[config.mk]
export PLATFORM = sky130hd
export DESIGN_NAME = stream_demux_flat
export DESIGN_NICKNAME = d
export VERILOG_FILES = /design/src/rtl/stream_demux_pkg.sv /design/src/rtl/stream_demux_if.sv /design/src/rtl/stream_demux_slot.sv /design/src/rtl/stream_demux.sv /design/src/flat_wrapper.sv
export SDC_FILE = /design/constraint.sdc
export NUM_CORES = 1
export LEC_CHECK = 0
export ABC_CLOCK_PERIOD_IN_PS = 5300
export BUFFER_PORTS_ARGS = -buffer_cell sky130_fd_sc_hd__clkbuf_2
export CAP_MARGIN = 30
export CORE_MARGIN = 2
export CORE_UTILIZATION = 58
export DETAILED_ROUTE_END_ITERATION = 8
export GPL_ROUTABILITY_DRIVEN = 0
export GPL_TIMING_DRIVEN = 0
export HOLD_SLACK_MARGIN = 0.02
export PLACE_DENSITY = 0.82
export SLEW_MARGIN = 30
export SYNTH_ARGS = -nofsm -noshare
export SYNTH_HDL_FRONTEND = slang
export SYNTH_HIERARCHICAL = 1
export SYNTH_SLANG_ARGS = --single-unit
[constraint.sdc]
create_clock -name clk -period 5.3 [get_ports clk]
set_input_delay 1.06 -clock clk [delete_from_list [all_inputs] [get_ports clk]]
set_output_delay 1.06 -clock clk [all_outputs]
set_load 0.03 [all_outputs]
[src/rtl/stream_demux_pkg.sv]
// stream_demux_pkg: shared constants and the channel-select decode helper.
// Revision 1.0
`default_nettype none

package stream_demux_pkg;

  localparam int NUM_CH     = 4;
  localparam int SEL_W      = 2;
  localparam int CNT_W      = 8;
  localparam int DEF_DATA_W = 4;
  localparam int SLOT_DEPTH = 2;
  localparam int OCC_W      = $clog2(SLOT_DEPTH + 1);

  function automatic logic [NUM_CH-1:0] sel_decode(input logic [SEL_W-1:0] sel);
    logic [NUM_CH-1:0] onehot;
    onehot      = '0;
    onehot[sel] = 1'b1;
    return onehot;
  endfunction

endpackage

`default_nettype wire

[src/rtl/stream_demux_if.sv]
// stream_demux_if: source-side beat offer plus the four per-channel sink streams.
// Revision 1.0
`default_nettype none

interface stream_demux_if
  import stream_demux_pkg::*;
#(
  parameter int DATA_W = DEF_DATA_W
);

  logic [DATA_W-1:0]        in_data;
  logic [SEL_W-1:0]         in_sel;
  logic                     in_valid;
  logic                     in_ready;
  logic [NUM_CH*DATA_W-1:0] out_data;
  logic [NUM_CH-1:0]        out_valid;
  logic [NUM_CH-1:0]        out_ready;
  logic [CNT_W-1:0]         beat_cnt;

  modport slave (
    input  in_data, in_sel, in_valid, out_ready,
    output in_ready, out_data, out_valid, beat_cnt
  );

  modport master (
    output in_data, in_sel, in_valid, out_ready,
    input  in_ready, out_data, out_valid, beat_cnt
  );

endinterface

`default_nettype wire

[src/rtl/stream_demux_slot.sv]
// demux_slot: one DEPTH-entry shift FIFO; head is always entry 0.
// Revision 1.0
`default_nettype none

module demux_slot #(
  parameter int DATA_W = 4,
  parameter int DEPTH  = 2,
  localparam int CW    = $clog2(DEPTH + 1),
  localparam int IW    = (DEPTH > 1) ? $clog2(DEPTH) : 1
) (
  input  logic              clk,
  input  logic              rst_n,
  input  logic              push,
  input  logic [DATA_W-1:0] push_data,
  input  logic              pop,
  output logic [DATA_W-1:0] head,
  output logic [CW-1:0]     count
);

  logic [DATA_W-1:0] mem [DEPTH];
  logic              push_eff;
  logic              pop_eff;
  logic [IW-1:0]     wr_idx;

  assign push_eff = push && (count != CW'(DEPTH));
  assign pop_eff  = pop && (count != '0);
  assign wr_idx   = IW'(count - CW'(pop_eff));
  // Entry 0 is not overwritten by the last pop, so an empty slot keeps showing it.
  assign head     = mem[0];

  always_ff @(posedge clk or negedge rst_n) begin
    if (!rst_n) begin
      count <= '0;
      for (int i = 0; i < DEPTH; i++) begin
        mem[i] <= '0;
      end
    end else begin
      if (pop_eff) begin
        for (int i = 0; i < DEPTH - 1; i++) begin
          if (CW'(i + 1) < count) begin
            mem[i] <= mem[i + 1];
          end
        end
      end
      if (push_eff) begin
        mem[wr_idx] <= push_data;
      end
      count <= count + CW'(push_eff) - CW'(pop_eff);
    end
  end

endmodule

`default_nettype wire

[src/rtl/stream_demux.sv]
// stream_demux: routes each accepted beat to one of four buffered output channels.
// Revision 1.0
`default_nettype none

module stream_demux
  import stream_demux_pkg::*;
#(
  parameter int DATA_W = DEF_DATA_W
) (
  input  logic           clk,
  input  logic           rst_n,
  stream_demux_if.slave  bus
);

  logic                     accept;
  logic [NUM_CH-1:0]        push_en;
  logic [NUM_CH-1:0]        full;
  logic [NUM_CH-1:0]        valid;
  logic [NUM_CH*DATA_W-1:0] heads;
  logic [OCC_W-1:0]         occ [NUM_CH];
  logic [CNT_W-1:0]         cnt;

  // Ready looks only at the current occupancy, so a same-cycle pop never frees a slot early.
  assign bus.in_ready = ~full[bus.in_sel];
  assign accept       = bus.in_valid & bus.in_ready;
  assign push_en      = accept ? sel_decode(bus.in_sel) : '0;

  generate
    for (genvar k = 0; k < NUM_CH; k++) begin : g_ch
      demux_slot #(
        .DATA_W (DATA_W),
        .DEPTH  (SLOT_DEPTH)
      ) u_slot (
        .clk       (clk),
        .rst_n     (rst_n),
        .push      (push_en[k]),
        .push_data (bus.in_data),
        .pop       (bus.out_ready[k]),
        .head      (heads[k*DATA_W +: DATA_W]),
        .count     (occ[k])
      );
      assign full[k]  = (occ[k] == OCC_W'(SLOT_DEPTH));
      assign valid[k] = (occ[k] != '0);
    end
  endgenerate

  assign bus.out_data  = heads;
  assign bus.out_valid = valid;
  assign bus.beat_cnt  = cnt;

  always_ff @(posedge clk or negedge rst_n) begin
    if (!rst_n) begin
      cnt <= '0;
    end else if (accept) begin
      cnt <= cnt + CNT_W'(1);
    end
  end

endmodule

`default_nettype wire

[src/flat_wrapper.sv]
// flat-port wrapper written by rule: the top's interface ports become plain ports
module stream_demux_flat import stream_demux_pkg::*;
#(
  parameter int DATA_W = DEF_DATA_W
)
  (clk, rst_n, bus_in_data, bus_in_sel, bus_in_valid, bus_out_ready, bus_in_ready, bus_out_data, bus_out_valid, bus_beat_cnt);
  stream_demux_if #(.DATA_W(DATA_W)) bus_i ();
  input  logic clk;
  input  logic rst_n;
  input wire logic [$bits(bus_i.in_data)-1:0] bus_in_data;
  input wire logic [$bits(bus_i.in_sel)-1:0] bus_in_sel;
  input wire logic [$bits(bus_i.in_valid)-1:0] bus_in_valid;
  input wire logic [$bits(bus_i.out_ready)-1:0] bus_out_ready;
  output wire logic [$bits(bus_i.in_ready)-1:0] bus_in_ready;
  output wire logic [$bits(bus_i.out_data)-1:0] bus_out_data;
  output wire logic [$bits(bus_i.out_valid)-1:0] bus_out_valid;
  output wire logic [$bits(bus_i.beat_cnt)-1:0] bus_beat_cnt;
  assign bus_i.in_data = bus_in_data;
  assign bus_i.in_sel = bus_in_sel;
  assign bus_i.in_valid = bus_in_valid;
  assign bus_i.out_ready = bus_out_ready;
  assign bus_in_ready = bus_i.in_ready;
  assign bus_out_data = bus_i.out_data;
  assign bus_out_valid = bus_i.out_valid;
  assign bus_beat_cnt = bus_i.beat_cnt;
  stream_demux #(.DATA_W(DATA_W)) u_core (.clk(clk), .rst_n(rst_n), .bus(bus_i));
endmodule
# Word level (Yosys, flattened, before mapping)
# Index checks and enable logic that the tools add are counted.
[classes] addsub=13 n_lt_le_gt_ge=14 eq_ne=8 muxes=29 bitwise_logic=6 n_reduce_logical=17
[ops] cell="4-bit 2-to-1 mux" count=13
[ops] cell="8-bit bitwise mux" count=4
[ops] cell="8-bit 2-to-1 mux" count=4
[ops] cell="4-bit demux with 1-bit select" count=4
[ops] cell="1-bit logical AND" count=13
[ops] cell="2-bit by 1-bit adder with 2-bit output" count=4
[ops] cell="8-bit by 1-bit adder with 8-bit output, second input constant" count=1
[ops] cell="2-bit equality test, second input constant" count=4
[ops] cell="2-bit greater-or-equal comparator, second input constant" count=4
[ops] cell="1-bit by 2-bit < comparator with 1-bit output, first input constant" count=4
[ops] cell="2-bit by 1-bit < comparator with 1-bit output, second input constant" count=4
[ops] cell="2-bit inequality test, second input constant" count=4
[ops] cell="1-bit inverter with 2-bit output" count=4
[ops] cell="2-bit nonzero test" count=4
[ops] cell="2-bit by 1-bit subtractor with 2-bit output" count=4
[ops] cell="1-bit subtractor" count=4
[ops] cell="2-bit by 3-bit < comparator with 1-bit output, second input constant" count=1
[ops] cell="1-bit binary-select mux with 2-bit select" count=1
[ops] cell="1-bit demux with 2-bit select" count=1
[ops] cell="2-bit by 1-bit greater-or-equal comparator with 1-bit output, second input constant" count=1
[ops] cell="1-bit 2-to-1 mux" count=2
[ops] cell="1-bit bitwise AND" count=1
[ops] cell="1-bit inverter" count=1
[totals] register_bits=48 in_bits=13 output_inout_bits=29 elab_cells=100

# Logic depth before layout (Yosys ltp)
[depth] ltp_word=10 ltp_mapped=7 depth_no_buf=7

# By module
# The synthesis kept the hierarchy.
[by_module_without_submodules] module="demux_slot (u_core.g_ch[0].u_slot ...)" n_inst=3 cells_per_inst=39 area_each_um2=530.5 seq_area_each_um2=250.2
[by_module_without_submodules] module="demux_slot (u_core.g_ch[3].u_slot)" n_inst=1 cells_per_inst=40 area_each_um2=536.8 seq_area_each_um2=250.2
[by_module_without_submodules] module="stream_demux" n_inst=1 cells_per_inst=43 area_each_um2=486.7 seq_area_each_um2=200.2

# Worst setup path after synthesis
# OpenSTA, ideal clock, no wires.
[synth_timing] kind="in2out" startpoint="input bus_in_sel[1]" endpoint="output bus_in_ready" arrival_time_ns=1.700 required_ns=4.240 setup_slack_ns=2.540 path_stages=1 path_buffers=0 cell_sequence="mux4_2"
[synth_between] elab_chain_len=3
[synth_lines] element="start, declared" line_no="flat_wrapper.sv:11" rtl="input wire logic [$bits(bus_i.in_sel)-1:0] bus_in_sel;"
[synth_lines] element="1-bit binary-select mux with 2-bit select" line_no="stream_demux.sv:24" rtl="assign bus.in_ready = ~full[bus.in_sel];"
[synth_lines] element="1-bit 2-to-1 mux (not written as such)" line_no="stream_demux.sv:24"
[synth_lines] element="1-bit inverter" line_no="stream_demux.sv:24"
[synth_lines] element="end, declared" line_no="flat_wrapper.sv:14" rtl="output wire logic [$bits(bus_i.in_ready)-1:0] bus_in_ready;"
# No other way between the ends. The select of a mux whose other input is x is not followed.

# Worst setup path after layout
# Ends and elaborated chain as after synthesis.

==> flow_summary.toml <==
[yosys]
synth_area_sq_um = 2620
yosys.area.top_type = "dfrtp_1"
synth_cell_types = 35
ys_ff_latch = 48
synth_warnings = 6
synth_area_per_cell_sq_um = 13.1
yosysSeqAreaShare_pct = 45.9
synth-edff-count = 0
ys.flop_type = "dfrtp_1"
synthArstFlopShare_pct = 100
synthDominantCellAreaShare_pct = 45.9
synth_nets = 218
syn-instance-count = 200
netlist_top_cells_area = "dfrtp_1, mux2_4, mux2_1, mux2_2, buf_4"

[placement]
dpl_worst_slack_ps = 2080
numPortBuffers = 40
place_area_sq_um = 2880
dp_hpwl_um = 3190

[clock_tree]
ctsResizeCount = 0
cts_htree_levels = 2
cts_root_buffer = "clkbuf_8"
cts.reportedPaths.clkPinSlew_ps = 80
cts_buffer_depth = 2
cts-buffers-inserted = 5
clock_sinks = 48
cts_tree = "yes"
postCtsSetupBuffers = 0
cts_hold_buf = 0
clock_latency_ps = 300

[status]
outcome = "complete, no violations"

[routing]
vias_per_cell = 5.44
firstDrtPassIters = 4
drc = 0
wl_um = 4460
drt-initial-drc-count = 88
num_vias = 1627
ant_nets = 0
routedWlPerCell_um = 14.9

[global_route]
grt_use_total_pct = 19.1
antenna_found_initial = 0
grt_pass1_vias = 1562
grt-ovfl-total = 0
grt_pass1_wl_um = 7520
grt_max_degree = 49

[min_path]
worstHoldStart = "u_core/bus.beat_cnt[7]"
hold_path_class = "reg2reg"

[sta]
worst_pin_slew_ps = 644
drv_slew = 0
timing.final.hold_violations = 0
rsz0062_at_grt = "false"
period_needed_ps = 3120
layout_setup_ws_ps = 2180
whs_ps = 480
slew_headroom_pct = 56.4
setup_viol_count_final = 0
fin_tns_setup_ps = 0
fin_crit_sh_pct = 58.9
fmax_mhz = 321
fin_skew_ps = 4.19

[cells_and_area]
drive_gt1_share_pct = 47.4
most-common-layout-cells = "dfrtp_1, clkbuf_2, mux2_4"
final_common_cell = "dfrtp_1"
antennaDiodeCount = 0
finalInstanceArea_sq_um = 2970
syn_to_final_growth_pct = 13.4
final_nets = 265

[run]
max-cap-violations = 0

[critical_path]
cp_num_buf_inv = 2
crit_required_ps = 4240
cp_max_fo = 8
cpPeakStageDelay_ps = 630
rr_startpoint = "u_core/g_ch[0].u_slot/count[0]"
crit_path_end_kind = "output pin"
crit_arrival_ps = 2060
crit_start = "bus_in_sel[1]"
crit_type = "in2out"
path_delay_family = "multiplexers"
cp_common_cell = "clkbuf_2"
worst_setup_path_start_kind = "input pin"
path_cells = "clkbuf_2 > mux4_2 > clkbuf_2"
crit_slowest_cell = "mux4_2"

[power_and_ir_drop]
leakagePower_nw = 1.44
max-vdd-ir-drop_v = 0.000291
power-per-cell-area_nw_per_um2 = 609
finalPower_mw = 1.81

[die]
die_x_um = 71.1
die_area_sq_um = 5060
core_sq_um = 4350
initial_core_util_pct = 60.1
rows = 24
io_pins = 42
die_y_um = 71.1
==> synth_stat cells, types with 2 or more instances <==
cell	instances
nand3b_1	7
nand3_2	4
a32oi_1	3
or2b_1	7
buf_4	16
dfrtp_1	48
and3_1	3
nor3_1	4
nand2b_1	2
mux2_2	16
a21bo_2	3
nor2_1	4
xnor2_1	10
mux2_1	16
nand2b_4	2
or2_2	4
nand3_1	6
mux2_4	17
nand4_1	2
ha_1	5
a21oi_1	4
nand2_2	4
==> cells by family (layout without fill, tap and decap cells) <==
kind of cell	count (synthesis)	in the layout	synth area share, %
buf+inv	17	64	4.74
compound gates	12	12	3.59
fa+ha+maj	5	5	2.39
flops	48	48	45.9
simple gates	57	57	15.3
xor+xnor	11	11	3.68
mux	50	50	24.4
==> cell type report <==
type | instances | area [sq um]
Buffer | 17 | 124
Clock buffer | 6 | 72.6
Clock inverter | 1 | 5.00
Fill cell | 331 | 1390
Multi-Input combinational cell | 135 | 1300
Sequential cell | 48 | 1200
Tap cell | 52 | 65.1
Timing Repair Buffer | 40 | 203
==> power by group <==
group / internal [mW] / total [mW] / switching, mW
Combinational: 0.463 / 0.908 / 0.445
Sequential: 0.543 / 0.693 / 0.149
Clock: 0.0900 / 0.207 / 0.117
Total: 1.10 / 1.81 / 0.712
==> metrics by stage <==
step                util (%)  cells
floorplan                  -    200
global placement        66.1    292
detailed placement      66.2    292
CTS                     68.0    299
global route            68.1    299
finish                  68.1    299
==> worst paths after layout <==
| path | end | slack, ps | depth (start not counted) |
|---|---|---|---|
| setup reg to reg | u_core/g_ch[0].u_slot/head[0] | 3320 | 4 |
| max in group asynchronous | u_core/g_ch[0].u_slot/count[0] | 4070 | 1 |
| setup / recovery | bus_in_ready | 2180 | 3 |
| hold reg to reg | u_core/bus.beat_cnt[7] | 480 | 1 |
| hold / removal | u_core/bus.beat_cnt[7] | 480 | 1 |
| min in group asynchronous | u_core/g_ch[3].u_slot/head[0] | 800 | 1 |
==> routing by layer <==
metal  track usage, %  share of wire [%]  vias to the layer above  wire (um)
met2             30.6                 49                       33       2200
met1             25.9                 46                      796       2030
met3             4.99                4.3                        5        194
met4             5.03               0.83                        0         37
li1                 -                  -                      793          -
met5                0                  0                        -          0
Note: power is estimated with default switching activity, not from simulation.
